### src/rtl/hazard3_zcmp_sequencer_pkg.sv
// Shared definitions for the Zcmp micro-op sequencer: Zcmp match/mask
// constants, the base RV32I opcodes used by the expansion, sequencer states,
// the per-uop flag bundle and small instruction-encoding helpers.
package hazard3_zcmp_sequencer_pkg;

    // cm.push/pop family: bits [15:8] select the op, [1:0] = 2'b10
    localparam logic [15:0] ZCMP_PP_MASK   = 16'hFF03;
    localparam logic [15:0] MATCH_PUSH     = 16'hB802;
    localparam logic [15:0] MATCH_POP      = 16'hBA02;
    localparam logic [15:0] MATCH_POPRETZ  = 16'hBC02;
    localparam logic [15:0] MATCH_POPRET   = 16'hBE02;
    // cm.mvsa01 / cm.mva01s: bits [6:5] select direction
    localparam logic [15:0] ZCMP_MV_MASK   = 16'hFC63;
    localparam logic [15:0] MATCH_MVSA01   = 16'hAC22;
    localparam logic [15:0] MATCH_MVA01S   = 16'hAC62;

    localparam logic [6:0] OPC_STORE = 7'h23;
    localparam logic [6:0] OPC_LOAD  = 7'h03;
    localparam logic [6:0] OPC_OPIMM = 7'h13;
    localparam logic [6:0] OPC_JALR  = 7'h67;

    localparam logic [4:0] X_ZERO = 5'd0;
    localparam logic [4:0] X_RA   = 5'd1;
    localparam logic [4:0] X_SP   = 5'd2;
    localparam logic [4:0] X_A0   = 5'd10;
    localparam logic [4:0] X_A1   = 5'd11;

    typedef enum logic [2:0] {
        ST_IDLE, ST_LS, ST_ZERO, ST_RET, ST_ADJ, ST_MV1, ST_MV2, ST_ILL
    } state_t;

    typedef enum logic [2:0] {
        OP_PUSH, OP_POP, OP_POPRET, OP_POPRETZ, OP_MVSA01, OP_MVA01S, OP_ILL
    } op_t;

    typedef struct packed {
        logic first;
        logic last;
        logic no_pc_update;
        logic atomic;
        logic illegal;
    } uop_flags_t;

    function automatic logic [31:0] enc_i(input logic [6:0] opc, input logic [2:0] f3,
                                          input logic [4:0] rd, input logic [4:0] rs1,
                                          input logic [11:0] imm);
        return {imm, rs1, f3, rd, opc};
    endfunction

    function automatic logic [31:0] enc_sw(input logic [4:0] rs2, input logic [4:0] rs1,
                                           input logic [11:0] imm);
        return {imm[11:5], rs2, rs1, 3'b010, imm[4:0], OPC_STORE};
    endfunction

    // Zcmp sreg index -> x8/x9 for 0/1, x18..x23 for 2..7
    function automatic logic [4:0] sreg(input logic [2:0] r);
        return {|r[2:1], ~|r[2:1], r};
    endfunction

endpackage

### src/rtl/hazard3_zcmp_sequencer_uop_gen.sv
// Combinational uop generator. Given the instruction, the state of the uop
// to be produced and the load/store counter, returns that uop, its flags and
// the state/counter that follow it. A state of ST_IDLE means "first uop of a
// freshly offered instruction": the entry state is decoded here.
//   instr_i      : 16-bit Zcmp instruction
//   state_i/ctr_i: current sequencer position
//   uop_o/flags_o: generated uop and flags
//   state_nxt_o/ctr_nxt_o: position after this uop
module hazard3_zcmp_uop_gen
    import hazard3_zcmp_sequencer_pkg::*;
#(
    parameter int MAX_RLIST  = 15,
    parameter bit EN_POPRETZ = 1'b1,
    parameter bit EN_MV      = 1'b1
) (
    input  logic [15:0] instr_i,
    input  state_t      state_i,
    input  logic [3:0]  ctr_i,
    output logic [31:0] uop_o,
    output uop_flags_t  flags_o,
    output state_t      state_nxt_o,
    output logic [3:0]  ctr_nxt_o
);
    localparam logic [4:0] MAXR = 5'(MAX_RLIST);

    op_t         op;
    state_t      st;
    logic [3:0]  rlist, n, rem;
    logic [11:0] base, adj, off;
    logic [4:0]  ls_reg;
    logic        rlist_ok, pp_match;

    always_comb begin
        rlist    = instr_i[7:4];
        rlist_ok = (rlist >= 4'd4) && ({1'b0, rlist} <= MAXR);
        pp_match = ((instr_i & ZCMP_PP_MASK) == MATCH_PUSH) || ((instr_i & ZCMP_PP_MASK) == MATCH_POP)
                || ((instr_i & ZCMP_PP_MASK) == MATCH_POPRET)
                || ((instr_i & ZCMP_PP_MASK) == MATCH_POPRETZ && EN_POPRETZ);
        op = OP_ILL;
        if (pp_match && rlist_ok) begin
            case (instr_i & ZCMP_PP_MASK)
                MATCH_PUSH:    op = OP_PUSH;
                MATCH_POP:     op = OP_POP;
                MATCH_POPRET:  op = OP_POPRET;
                default:       op = OP_POPRETZ;
            endcase
        end else if (EN_MV && (instr_i & ZCMP_MV_MASK) == MATCH_MVSA01) begin
            op = OP_MVSA01;
        end else if (EN_MV && (instr_i & ZCMP_MV_MASK) == MATCH_MVA01S) begin
            op = OP_MVA01S;
        end

        n    = (rlist == 4'd15) ? 4'd13 : rlist - 4'd3;
        base = (rlist == 4'd15) ? 12'd64 : (rlist >= 4'd12) ? 12'd48 :
               (rlist >= 4'd8)  ? 12'd32 : 12'd16;
        adj  = base + {6'd0, instr_i[3:2], 4'd0};
        rem  = n - ctr_i;
        off  = {6'd0, rem, 2'b00};
        ls_reg = (ctr_i == 4'd0) ? X_RA : (ctr_i == 4'd1) ? 5'd8 :
                 (ctr_i == 4'd2) ? 5'd9 : 5'(ctr_i) + 5'd15;

        if (state_i == ST_IDLE)
            st = (op == OP_ILL) ? ST_ILL : (op == OP_MVSA01 || op == OP_MVA01S) ? ST_MV1 : ST_LS;
        else
            st = state_i;

        uop_o       = 32'h0;
        flags_o     = '0;
        flags_o.first = (state_i == ST_IDLE);
        state_nxt_o = ST_IDLE;
        ctr_nxt_o   = ctr_i;

        case (st)
            ST_LS: begin
                uop_o = (op == OP_PUSH) ? enc_sw(ls_reg, X_SP, 12'd0 - off)
                                        : enc_i(OPC_LOAD, 3'b010, ls_reg, X_SP, adj - off);
                flags_o.no_pc_update = 1'b1;
                if (ctr_i == n - 4'd1) begin
                    ctr_nxt_o   = 4'd0;
                    state_nxt_o = (op == OP_POPRET) ? ST_RET : (op == OP_POPRETZ) ? ST_ZERO : ST_ADJ;
                end else begin
                    ctr_nxt_o   = ctr_i + 4'd1;
                    state_nxt_o = ST_LS;
                end
            end
            ST_ZERO: begin
                uop_o = enc_i(OPC_OPIMM, 3'b000, X_A0, X_ZERO, 12'd0);
                flags_o.no_pc_update = 1'b1;
                flags_o.atomic       = 1'b1;
                state_nxt_o = ST_RET;
            end
            ST_RET: begin
                // Retires popret/popretz: the PC is redirected here
                uop_o = enc_i(OPC_JALR, 3'b000, X_ZERO, X_RA, 12'd0);
                flags_o.atomic = 1'b1;
                state_nxt_o = ST_ADJ;
            end
            ST_ADJ: begin
                uop_o = enc_i(OPC_OPIMM, 3'b000, X_SP, X_SP, (op == OP_PUSH) ? 12'd0 - adj : adj);
                flags_o.last         = 1'b1;
                flags_o.atomic       = 1'b1;
                flags_o.no_pc_update = (op == OP_POPRET || op == OP_POPRETZ);
            end
            ST_MV1: begin
                uop_o = (op == OP_MVSA01) ? enc_i(OPC_OPIMM, 3'b000, sreg(instr_i[9:7]), X_A0, 12'd0)
                                          : enc_i(OPC_OPIMM, 3'b000, X_A0, sreg(instr_i[9:7]), 12'd0);
                flags_o.no_pc_update = 1'b1;
                state_nxt_o = ST_MV2;
            end
            ST_MV2: begin
                uop_o = (op == OP_MVSA01) ? enc_i(OPC_OPIMM, 3'b000, sreg(instr_i[4:2]), X_A1, 12'd0)
                                          : enc_i(OPC_OPIMM, 3'b000, X_A1, sreg(instr_i[4:2]), 12'd0);
                flags_o.last   = 1'b1;
                flags_o.atomic = 1'b1;
            end
            ST_ILL: begin
                uop_o = {16'h0, instr_i};
                flags_o.last    = 1'b1;
                flags_o.illegal = 1'b1;
            end
            default: ;
        endcase
    end
endmodule

### src/rtl/hazard3_zcmp_sequencer.sv
// Zcmp micro-op sequencer top. Accepts one 16-bit Zcmp instruction over
// instr_in_valid/ready and emits a registered stream of RV32I uops over
// uop_valid/ready, with first/last/no_pc_update/atomic/illegal flags.
//   clk, rst_n         : clock, async active-low reset
//   instr_in*          : instruction handshake
//   uop_out, uop_*     : registered uop output and flags
//   flush              : abort current sequence, drop pending uop
module hazard3_zcmp_sequencer
    import hazard3_zcmp_sequencer_pkg::*;
#(
    parameter int MAX_RLIST  = 15,
    parameter bit EN_POPRETZ = 1'b1,
    parameter bit EN_MV      = 1'b1
) (
    input  logic        clk,
    input  logic        rst_n,
    input  logic [15:0] instr_in,
    input  logic        instr_in_valid,
    output logic        instr_in_ready,
    output logic [31:0] uop_out,
    output logic        uop_valid,
    input  logic        uop_ready,
    output logic        uop_first,
    output logic        uop_last,
    output logic        uop_no_pc_update,
    output logic        uop_atomic,
    output logic        uop_illegal,
    input  logic        flush
);
    // state_q is the position of the *next* uop to generate; ST_IDLE means
    // everything has been generated (the last uop may still sit in the
    // output register waiting for uop_ready).
    state_t      state_q, state_d, gen_state;
    logic [3:0]  ctr_q, ctr_d, gen_ctr;
    logic [15:0] instr_q, cur_instr;
    logic [31:0] uop_q, gen_uop;
    uop_flags_t  flags_q, gen_flags;
    logic        valid_q, adv, idle, gen_go;

    assign idle      = (state_q == ST_IDLE);
    assign adv       = !valid_q || uop_ready;        // output register free this edge
    assign cur_instr = idle ? instr_in : instr_q;    // first uop decodes straight from the input
    assign instr_in_ready = idle && adv && !flush;
    assign gen_go    = !flush && adv && (!idle || instr_in_valid);

    hazard3_zcmp_uop_gen #(
        .MAX_RLIST  (MAX_RLIST),
        .EN_POPRETZ (EN_POPRETZ),
        .EN_MV      (EN_MV)
    ) u_gen (
        .instr_i     (cur_instr),
        .state_i     (state_q),
        .ctr_i       (ctr_q),
        .uop_o       (gen_uop),
        .flags_o     (gen_flags),
        .state_nxt_o (gen_state),
        .ctr_nxt_o   (gen_ctr)
    );

    always_comb begin
        state_d = state_q;
        ctr_d   = ctr_q;
        if (flush) begin
            state_d = ST_IDLE;
            ctr_d   = 4'd0;
        end else if (gen_go) begin
            state_d = gen_state;
            ctr_d   = gen_ctr;
        end
    end

    always_ff @(posedge clk or negedge rst_n) begin
        if (!rst_n) begin
            state_q <= ST_IDLE;
            ctr_q   <= 4'd0;
            instr_q <= 16'h0;
            uop_q   <= 32'h0;
            flags_q <= '0;
            valid_q <= 1'b0;
        end else begin
            state_q <= state_d;
            ctr_q   <= ctr_d;
            if (idle && gen_go)
                instr_q <= instr_in;
            if (gen_go) begin
                uop_q   <= gen_uop;
                flags_q <= gen_flags;
            end
            if (flush)
                valid_q <= 1'b0;
            else if (adv)
                valid_q <= gen_go;
        end
    end

    assign uop_out          = uop_q;
    assign uop_valid        = valid_q;
    assign uop_first        = flags_q.first;
    assign uop_last         = flags_q.last;
    assign uop_no_pc_update = flags_q.no_pc_update;
    assign uop_atomic       = flags_q.atomic;
    assign uop_illegal      = flags_q.illegal;
endmodule

### config.mk
export PLATFORM = sky130hd
export DESIGN_NAME = hazard3_zcmp_sequencer
export DESIGN_NICKNAME = d
export VERILOG_FILES = /design/src/rtl/hazard3_zcmp_sequencer_pkg.sv /design/src/rtl/hazard3_zcmp_sequencer_uop_gen.sv /design/src/rtl/hazard3_zcmp_sequencer.sv
export SDC_FILE = /design/constraint.sdc
export NUM_CORES = 1
export LEC_CHECK = 0
export CORE_ASPECT_RATIO = 0.6
export CORE_MARGIN = 2
export CORE_UTILIZATION = 45
export DETAILED_ROUTE_END_ITERATION = 6
export DONT_BUFFER_PORTS = 1
export SLEW_MARGIN = 20
export SYNTH_ARGS = -nofsm -noshare
export SYNTH_HDL_FRONTEND = slang
export SYNTH_HIERARCHICAL = 1
export SYNTH_SLANG_ARGS = --single-unit
### constraint.sdc
create_clock -name clk -period 8.44 [get_ports clk]
set_clock_uncertainty 0.2 [all_clocks]
set_input_delay 1.266 -clock clk [delete_from_list [all_inputs] [get_ports clk]]
set_output_delay 1.266 -clock clk [all_outputs]
set_load 0.005 [all_outputs]
[Word level (Yosys, flattened, before mapping)]
Index checks and enable logic that the tools add are counted.
Word-level totals
  flip-flop bits (word level): 61
  bits in latches: 0
  RAM bits: 0
  ROM bits: 0
  input bits: 21
  output and inout bits: 39
  logic and storage cells: 110
  memories kept: 0
Cells by class
  $add $sub $neg: 9
  $mul: 0
  div/mod/pow operators: 0
  order comparisons: 3
  equality and inequality tests: 22
  shift operators: 0
  multiplexer cells: 36
  bitwise operators: 0
  reduce and logical (&&, ||, !) cells: 30
Operator list (count)
  one-hot mux 32 bit (7 select lines): 1
  == test 10 bit (second input constant): 6
  two-way mux 20 bit: 2
  two-way mux 12 bit: 3
  two-way mux 32 bit: 1
  two-way mux 3 bit: 9
  == test 3 bit (second input constant): 7
  two-way mux 4 bit: 5
  two-way mux 16 bit: 1
  two-way mux 5 bit: 3
  adder 12 x 6 -> 12 bit: 1
  == test 3 x 2 -> 1 bit (second input constant): 4
  one-hot mux 3 bit (4 select lines): 1
  subtractor 1 x 12 -> 12 bit (first input constant): 1
  subtractor 12 x 6 -> 12 bit: 1
  greater-or-equal comparator 4 bit (second input constant): 2
  logical OR 1 bit: 7
  subtractor 1 x 6 -> 7 bit (first input constant): 1
  logical AND 1 bit: 6
  logical NOT 3 bit: 2
  two-way mux 6 bit: 1
  one-hot mux 2 bit (3 select lines): 1
  nonzero test 2 bit: 3
  OR reduction 3 bit: 2
  other kinds (19): 29

[Depth between registers and ports, before layout]
Gate-level depths: netlist of run 1.
  depth after elaboration: 17
  depth in mapped cells: 20
  gate-level depth less buffers: 18

[By module]
The synthesis of run 1 kept the hierarchy.
By module, submodules not included
  hazard3_zcmp_sequencer: instances 1, cells each 161, area an instance 2590.0 um^2, sequential area each 1526.5 um^2
  hazard3_zcmp_uop_gen: instances 1, cells each 268, area an instance 1770.4 um^2, sequential area each 0.0 um^2

[Worst setup path before layout of run 1]
No wires, ideal clock.
  path kind: input port to flip-flop
  from: input instr_in[4]
  to: register uop_q[26] (netlist: uop_out[26])
  setup time: 0.125 ns
  arrival: 4.154 ns
  required time: 8.115 ns
  slack: 3.961 ns
  stages: 15
  buffers on the path: 0
  path through: mux2_2 > ha_1 > nand3_1 > and2_1 > ha_1 > inv_1 > fa_1 > xnor2_1 > ha_1 > a21o_1 > a21oi_1 > xor2_1 > a22oi_1 > o211ai_1 > mux2_2
On the way
  cells in the longest elaborated chain, start to end: 11
  elaborated cells on any way between the ends: 35
  classes of those cells: add/sub (6); order compare (3); eq/ne (11); mux (12); reduce/logical (3)
Ends and longest elaborated chain
  start: declaration: line hazard3_zcmp_sequencer.sv:17  | input logic [15:0] instr_in,
  two-way mux 16 bit (*): line hazard3_zcmp_sequencer.sv:42  | assign cur_instr = idle ? instr_in : instr_q;
  branches (longest 9 deep; another with adder 12 x 6 -> 12 bit)
  one-hot mux 32 bit (7 select lines) (*): line hazard3_zcmp_sequencer_uop_gen.sv:73  | case (st)
  named net gen_uop[26]: line hazard3_zcmp_sequencer.sv:36  | logic [31:0] uop_q, gen_uop;
  end signal: assignment: line hazard3_zcmp_sequencer.sv:86  | uop_q <= gen_uop;
  end: declaration: line hazard3_zcmp_sequencer.sv:36
Mark *: on every way through the listed nets, which the timed path passes.
A chain may end at the register's enable or synchronous reset.

[Worst setup path after layout of run 1]
  from: register state_q[1]
  to: register uop_q[26] (netlist: uop_out[26])
On the way
  elaborated cells on any way between the ends: 51
  classes of those cells: add/sub (6); order compare (3); eq/ne (17); mux (15); reduce/logical (10)
RTL lines
  start: declaration: line hazard3_zcmp_sequencer.sv:33  | state_t state_q, state_d, gen_state;
  start signal: assignment: line hazard3_zcmp_sequencer.sv:81  | state_q <= state_d;
  logical NOT 3 bit (*): line hazard3_zcmp_sequencer.sv:40  | assign idle = (state_q == ST_IDLE);
  two-way mux 16 bit (*): line hazard3_zcmp_sequencer.sv:42
  named net cur_instr[5]: line hazard3_zcmp_sequencer.sv:35  | logic [15:0] instr_q, cur_instr;
  branches (longest 10 deep; another with adder 12 x 6 -> 12 bit)
  one-hot mux 32 bit (7 select lines) (*): line hazard3_zcmp_sequencer_uop_gen.sv:73
  named net gen_uop[26]: line hazard3_zcmp_sequencer.sv:36
Marked as above.

==> results of run 1 <==
## cells in the final DEF, fill, tap and decap left out, types with 3 or more instances in the layout
master     Yosys  routed
mux2_2        67      67
dfrtp_1       61      61
nor2_1        29      29
nand2_1       24      24
a21oi_1       22      22
inv_1         21      21
o21ai_0       21      21
ha_1          16      16
nor2b_1       13      13
nand3_1       11      11
mux2_4        10      10
clkbuf_16      0       9
xnor2_1        9       9
o22ai_1        7       7
and2_1         7       7
nor3_1         5       5
xor2_1         5       5
a21o_1         5       5
a22oi_1        4       4
o31ai_1        4       4
o211ai_1       4       4
nor3_2         3       3
clkbuf_8       0       3
buf_4         10       3
a211oi_1       3       3
o32ai_1        3       3
## routing by layer
layer  vias to the layer above  wire length (um)
li1                       1518                 -
met4                         0                99
met1                      1635              5540
met3                        11              1120
met5                         -                 0
met2                       133              4180
## stage by stage
stage	instance area, um^2	power (mW)	cells	hold slack (ns)
final	4700	2.19	552	0.303
after global routing	4700	2.35	552	0.328
after CTS	4700	2.18	552	0.306
after detailed placement	4390	1.78	536	0.292
after global placement	4390	1.76	536	0.282
after floorplan	4360	1.52	429	0.275
## sequential cells by signal, indices dropped and copies added (netlist names)
name / count
instr_q: 16
uop_no_pc_update: 1
ctr_q: 4
uop_atomic: 1
state_q: 3
uop_valid: 1
uop_last: 1
uop_illegal: 1
uop_out: 32
uop_first: 1
## power breakdown
group,leakage [nW],internal [mW],switching [mW]
combinational,1.10,0.586,0.717
clock,0.152,0.252,0.128
sequential,0.766,0.410,0.0998
## worst max-delay path, stage by stage (launching register included)
cell      delay (ns)
dfrtp_1         0.56
nor3_2          0.65
buf_4           0.34
mux2_2          0.42
ha_1            0.26
nand3_1         0.16
and2_1          0.17
ha_1            0.17
inv_1           0.06
fa_1            0.42
xnor2_1         0.29
ha_1            0.34
a21o_1          0.17
a21oi_1         0.23
xor2_1          0.10
a22oi_1         0.16
o211ai_1        0.10
mux2_2          0.27
## how the worst max path moves through the flow
stage | end | cells after the start
finish | uop_out[26] | 17
global route | uop_out[26] | 17
CTS | uop_out[26] | 17
detailed placement | uop_out[26] | 17
global placement | uop_out[26] | 17
floorplan | uop_out[26] | 15
## synth_stat cells (2+ instances only)
cell,count
buf_6,2
o41ai_1,2
buf_4,10
dfrtp_1,61
nor2_1,29
a21oi_1,22
o22ai_1,7
buf_2,7
fa_1,2
mux2_2,67
xnor2_1,9
nor3_2,3
o211ai_2,2
ha_1,16
inv_1,21
o21ai_1,2
a31oi_1,2
a21o_1,5
o21ai_0,21
o31a_1,2
xor2_1,5
o211ai_1,4
nand3_1,11
nor2b_1,13
a211oi_1,3
nor3_1,5
nand2b_1,2
and2_1,7
nor3b_1,2
mux2_4,10
o32ai_1,3
clkbuf_1,5
a22oi_1,4
o31ai_1,4
o21bai_1,2
nand2_1,24
buf_1,2
## cells by family (layout without fill, tap and decap cells)
logic type	Yosys count	in the layout	synth area share, %
XOR/XNOR	17	17	4.33
flip-flops	61	61	35.0
AO/OA/AOI/OAI	98	98	15.1
AND/OR/NAND/NOR	109	109	13.5
adder cells (fa/ha/maj)	18	18	5.51
multiplexers	78	78	21.0
buffers and inverters	48	41	5.54
## final cells by class
type | count | area, um^2 | area share (%)
multi-input cells | 320 | 2590 | 55.2
flip-flops and latches | 61 | 1530 | 32.5
clock buffers | 13 | 270 | 5.75
well taps | 130 | 163 | 3.46
inverters | 22 | 82.6 | 1.76
clock inverters | 3 | 42.5 | 0.905
repair buffers | 3 | 22.5 | 0.479
==> flow_summary.ini, run 1 <==
[grt]
grt_util_met3_pct = 7.66
grt_use_met2_pct = 28.8
grtUsageTotal_pct = 22.3
grt_pass1_wl_um = 17300
busiest_layer = met1
antenna_found_initial = 0
gr-total-overflow = 0
grt_max_degree = 62
grtUsageMet1_pct = 34.4
grt_pass1_vias = 3111

[clock_network]
postCtsResizedCells = 0
cts.htree.levels = 3
cts_setup_buffers = 0
root_buffer = clkbuf_16
cts.sinks = 61
clk_latency_ns = 0.33
cts_hold_buffers = 0
clockBufferDepth = 2
cts_buffers = 9
cts_tree = built
clk_pin_slew_ns = 0.05

[timing]
worstMarginPinSlew_ns = 1.04
fmax_mhz = 193
fin_setup_tns_ns = 0
setup_viol = 0
post-route-worst-setup-slack_ns = 3.27
final.period_utilization_pct = 61.3
relSlewSlack_pct = 30.5
period_minus_slack_ns = 5.17
rsz0062_at_grt = false
slew_viol_final = 0
hold_viol = 0

[min_path]
hold_start = instr_q[12]
hold_end = instr_q[12]
hold_class = reg -> reg
whs_path_depth = 1

[routing]
num_vias = 3297
antenna_left = 0
vias_per_cell = 5.97
drt_iter0_markers = 369
wire_per_inst_um = 19.8
route.detailed.drc = 0
drtPass1Iterations = 5
wl_um = 10900

[synth]
ys_ff_latch = 61
syn_nets = 468
yosys.cell_types.count = 68
netlist_area_mm2 = 0.00436
syn-instance-count = 429
async_reset_ff_share_pct = 100
yosys.area.top_type = dfrtp_1
yosys.area.top_type_share_pct = 35.0
ys_seq_area_share_pct = 35.0
yosysWarnings = 6
syn_area_per_cell_um2 = 10.2
synth_edf_count = 0
synth-main-ff-cell = dfrtp_1
synthTopCellsByArea = dfrtp_1 (35%), mux2_2 (17%), ha_1 (4.6%)

[worst_setup_path]
start_kind = register
worst-r2r-setup-slack_ns = 3.27
critPathArrivalTime_ns = 5.19
r2r_start = state_q[1]
cp-end-kind = register
crit_path_start = state_q[1]
crit_fanout = 14
critPathRequiredTime_ns = 8.46
r2r_end = uop_out[26]
reg2reg_depth = 17
crit_type = reg -> reg

[die]
ios = 60
die_area_mm2 = 0.0105
die_h_um = 80.3
core_mm2 = 0.00929
std_cell_rows = 27
start_util_pct = 46.9
die_w_um = 131

[cells_and_area]
final_util_pct = 50.6
syn_to_final_growth_pct = 7.78
fill_cells = 822
nNetsFinal = 456
layout-drive-gt1-share_pct = 26.5
n_antenna_cell = 0

[placed_design]
hpwl_um = 7990
post-place-ws_ns = 3.35
portBuffers = 0
gp_congestion = 0.944

[run]
maxCapViolations = 0

[outcome]
status = completed

[power]
powerDensity_mw_per_mm2 = 467
vdd_drop_max_v = 0.000217
leakage_nw = 2.02
Power figures use the tool's default switching activity.
==> run 2, diff against run 1 <==
==> constraint.sdc (replaced) <==
create_clock -name clk -period 5.1 [get_ports clk]
set_clock_uncertainty 0.2 [all_clocks]
set_input_delay 0.765 -clock clk [delete_from_list [all_inputs] [get_ports clk]]
set_output_delay 0.765 -clock clk [all_outputs]
set_load 0.005 [all_outputs]
==> flow_summary.ini, run 2 (synthesis results as in run 1) <==
[clock_network]
clk_pin_slew_ns = 0.05
root_buffer = clkbuf_16
clk_latency_ns = 0.33
cts_tree = built
cts_buffers = 9
cts_setup_buffers = 0
postCtsResizedCells = 0
cts.htree.levels = 3
cts.sinks = 61
clockBufferDepth = 2
cts_hold_buffers = 1

[routing]
wire_per_inst_um = 20.3
antenna_left = 0
drt_iter0_markers = 414
route.detailed.drc = 0
vias_per_cell = 5.92
drtPass1Iterations = 5
wl_um = 11300
num_vias = 3296

[timing]
fmax_mhz = 217
relSlewSlack_pct = 32.6
slew_viol_final = 0
worstMarginPinSlew_ns = 1.00
hold_viol = 0
rsz0062_at_grt = false
fin_setup_tns_ns = 0
setup_viol = 0
period_minus_slack_ns = 4.61
final.period_utilization_pct = 90.3

[outcome]
status = completed

[cells_and_area]
n_antenna_cell = 0
largest_reg_flops = 32
syn_to_final_growth_pct = 8.67
nNetsFinal = 461
final_common_cell = mux2_2
layout-drive-gt1-share_pct = 27.2
layout_common_cells = mux2_2 (67), dfrtp_1 (61), nor2_1 (29)

[min_path]
hold_class = in -> async

[die]
std_cell_rows = 27
ios = 60
die_w_um = 131
die_h_um = 80.3
start_util_pct = 46.9
die_area_mm2 = 0.0105
core_mm2 = 0.00929

[run]
maxCapViolations = 0

[worst_setup_path]
crit_fanout = 18
r2r_start = state_q[0]
crit_top_cell = ha_1
critPathArrivalTime_ns = 4.63
cp-end-kind = register
worstPathCellList = nor3_2 -> mux2_2 -> ha_1 -> nand3_1 -> and2_1 -> ha_1 -> inv_1 -> fa_1 -> xnor2_1 -> ha_1 -> a21o_1 -> a21oi_1 -> xor2_1 -> a22oi_1 -> o211ai_1 -> mux2_2
critPathRequiredTime_ns = 5.12
crit_path_start = state_q[0]
crit_path_top_delay_cell = dfrtp_1
crit_type = reg -> reg
start_kind = register
cp_slowest_stage_delay_ns = 0.58

[placed_design]
portBuffers = 0
gp_congestion = 0.947
hpwl_um = 8270

[grt]
antenna_found_initial = 0
grtUsageTotal_pct = 23.1
grtUsageMet1_pct = 34.4
grt_pass1_vias = 3223
grt_pass1_wl_um = 18100
grt_max_degree = 62
grt_util_met3_pct = 9.86
grt_use_met2_pct = 29.1
gr-total-overflow = 0
busiest_layer = met1

[power]
power_mw = 3.64
powerDensity_mw_per_mm2 = 768
vdd_drop_max_v = 0.000312
leakage_nw = 2.04
-- run 2: changes by cell type in the layout (fill, tap and decap cells not counted) --
cell,delta
clkbuf_1,+1
buf_4,+4
buf_16,+1
clkinv_2,+1
clkbuf_8,-2
-- run 2: where the power goes --
group	internal [mW]	leakage, nW	total, mW	switching [mW]
Clock	0.390	0.143	0.606	0.217
Combinational	0.986	1.13	2.20	1.21
Sequential	0.679	0.766	0.836	0.157
-- run 2: worst max-delay path: cells and delay by family (launching register included) --
kind                       cells  cell delay (ns)
muxes                          2             0.76
AOI/OAI and AO/OA              4             0.65
xor gates and xnor gates       2             0.35
adders and majority gates      4             1.19
DFF                            1             0.58
buffers and inverters          1             0.06
and+or+nand+nor                3             0.70
-- run 2: path summary, 6_finish.rpt --
path | cells past startpoint | slack (ns) | end
setup / recovery | 16 | 0.49 | uop_out[26]
hold / removal | 1 | 0.10 | uop_out[16]
setup reg to reg | 16 | 0.49 | uop_out[26]
hold reg to reg | 1 | 0.30 | instr_q[6]
max in group asynchronous | 1 | 4.35 | ctr_q[2]
min in group clk | 1 | 0.29 | uop_valid
-- run 2: final cells by class --
type	count	area, um^2
Fill cell	864	4550
Multi-Input combinational cell	320	2590
Sequential cell	61	1530
Clock buffer	12	246
Tap cell	130	163
Inverter	22	82.6
Timing Repair Buffer	8	80.1
Clock inverter	4	47.5
-- run 2: per-stage QoR --
step	worst slack, ns	utilization (%)	cells	cell area [um^2]	hold WS (ns)
global route	0.0784	51.0	557	4740	0.115
floorplan	0.907	-	429	4360	0.269
detailed placement	0.542	47.5	540	4420	0.271
global placement	0.667	47.5	540	4420	0.271
CTS	0.522	51.0	557	4740	0.102
finish	0.494	51.0	557	4740	0.104
-- run 2: metal layers --
metal	vias up	share of wire [%]
met5	-	0
met4	0	1.4
met3	18	12
met2	171	38
met1	1579	49
li1	1528	-
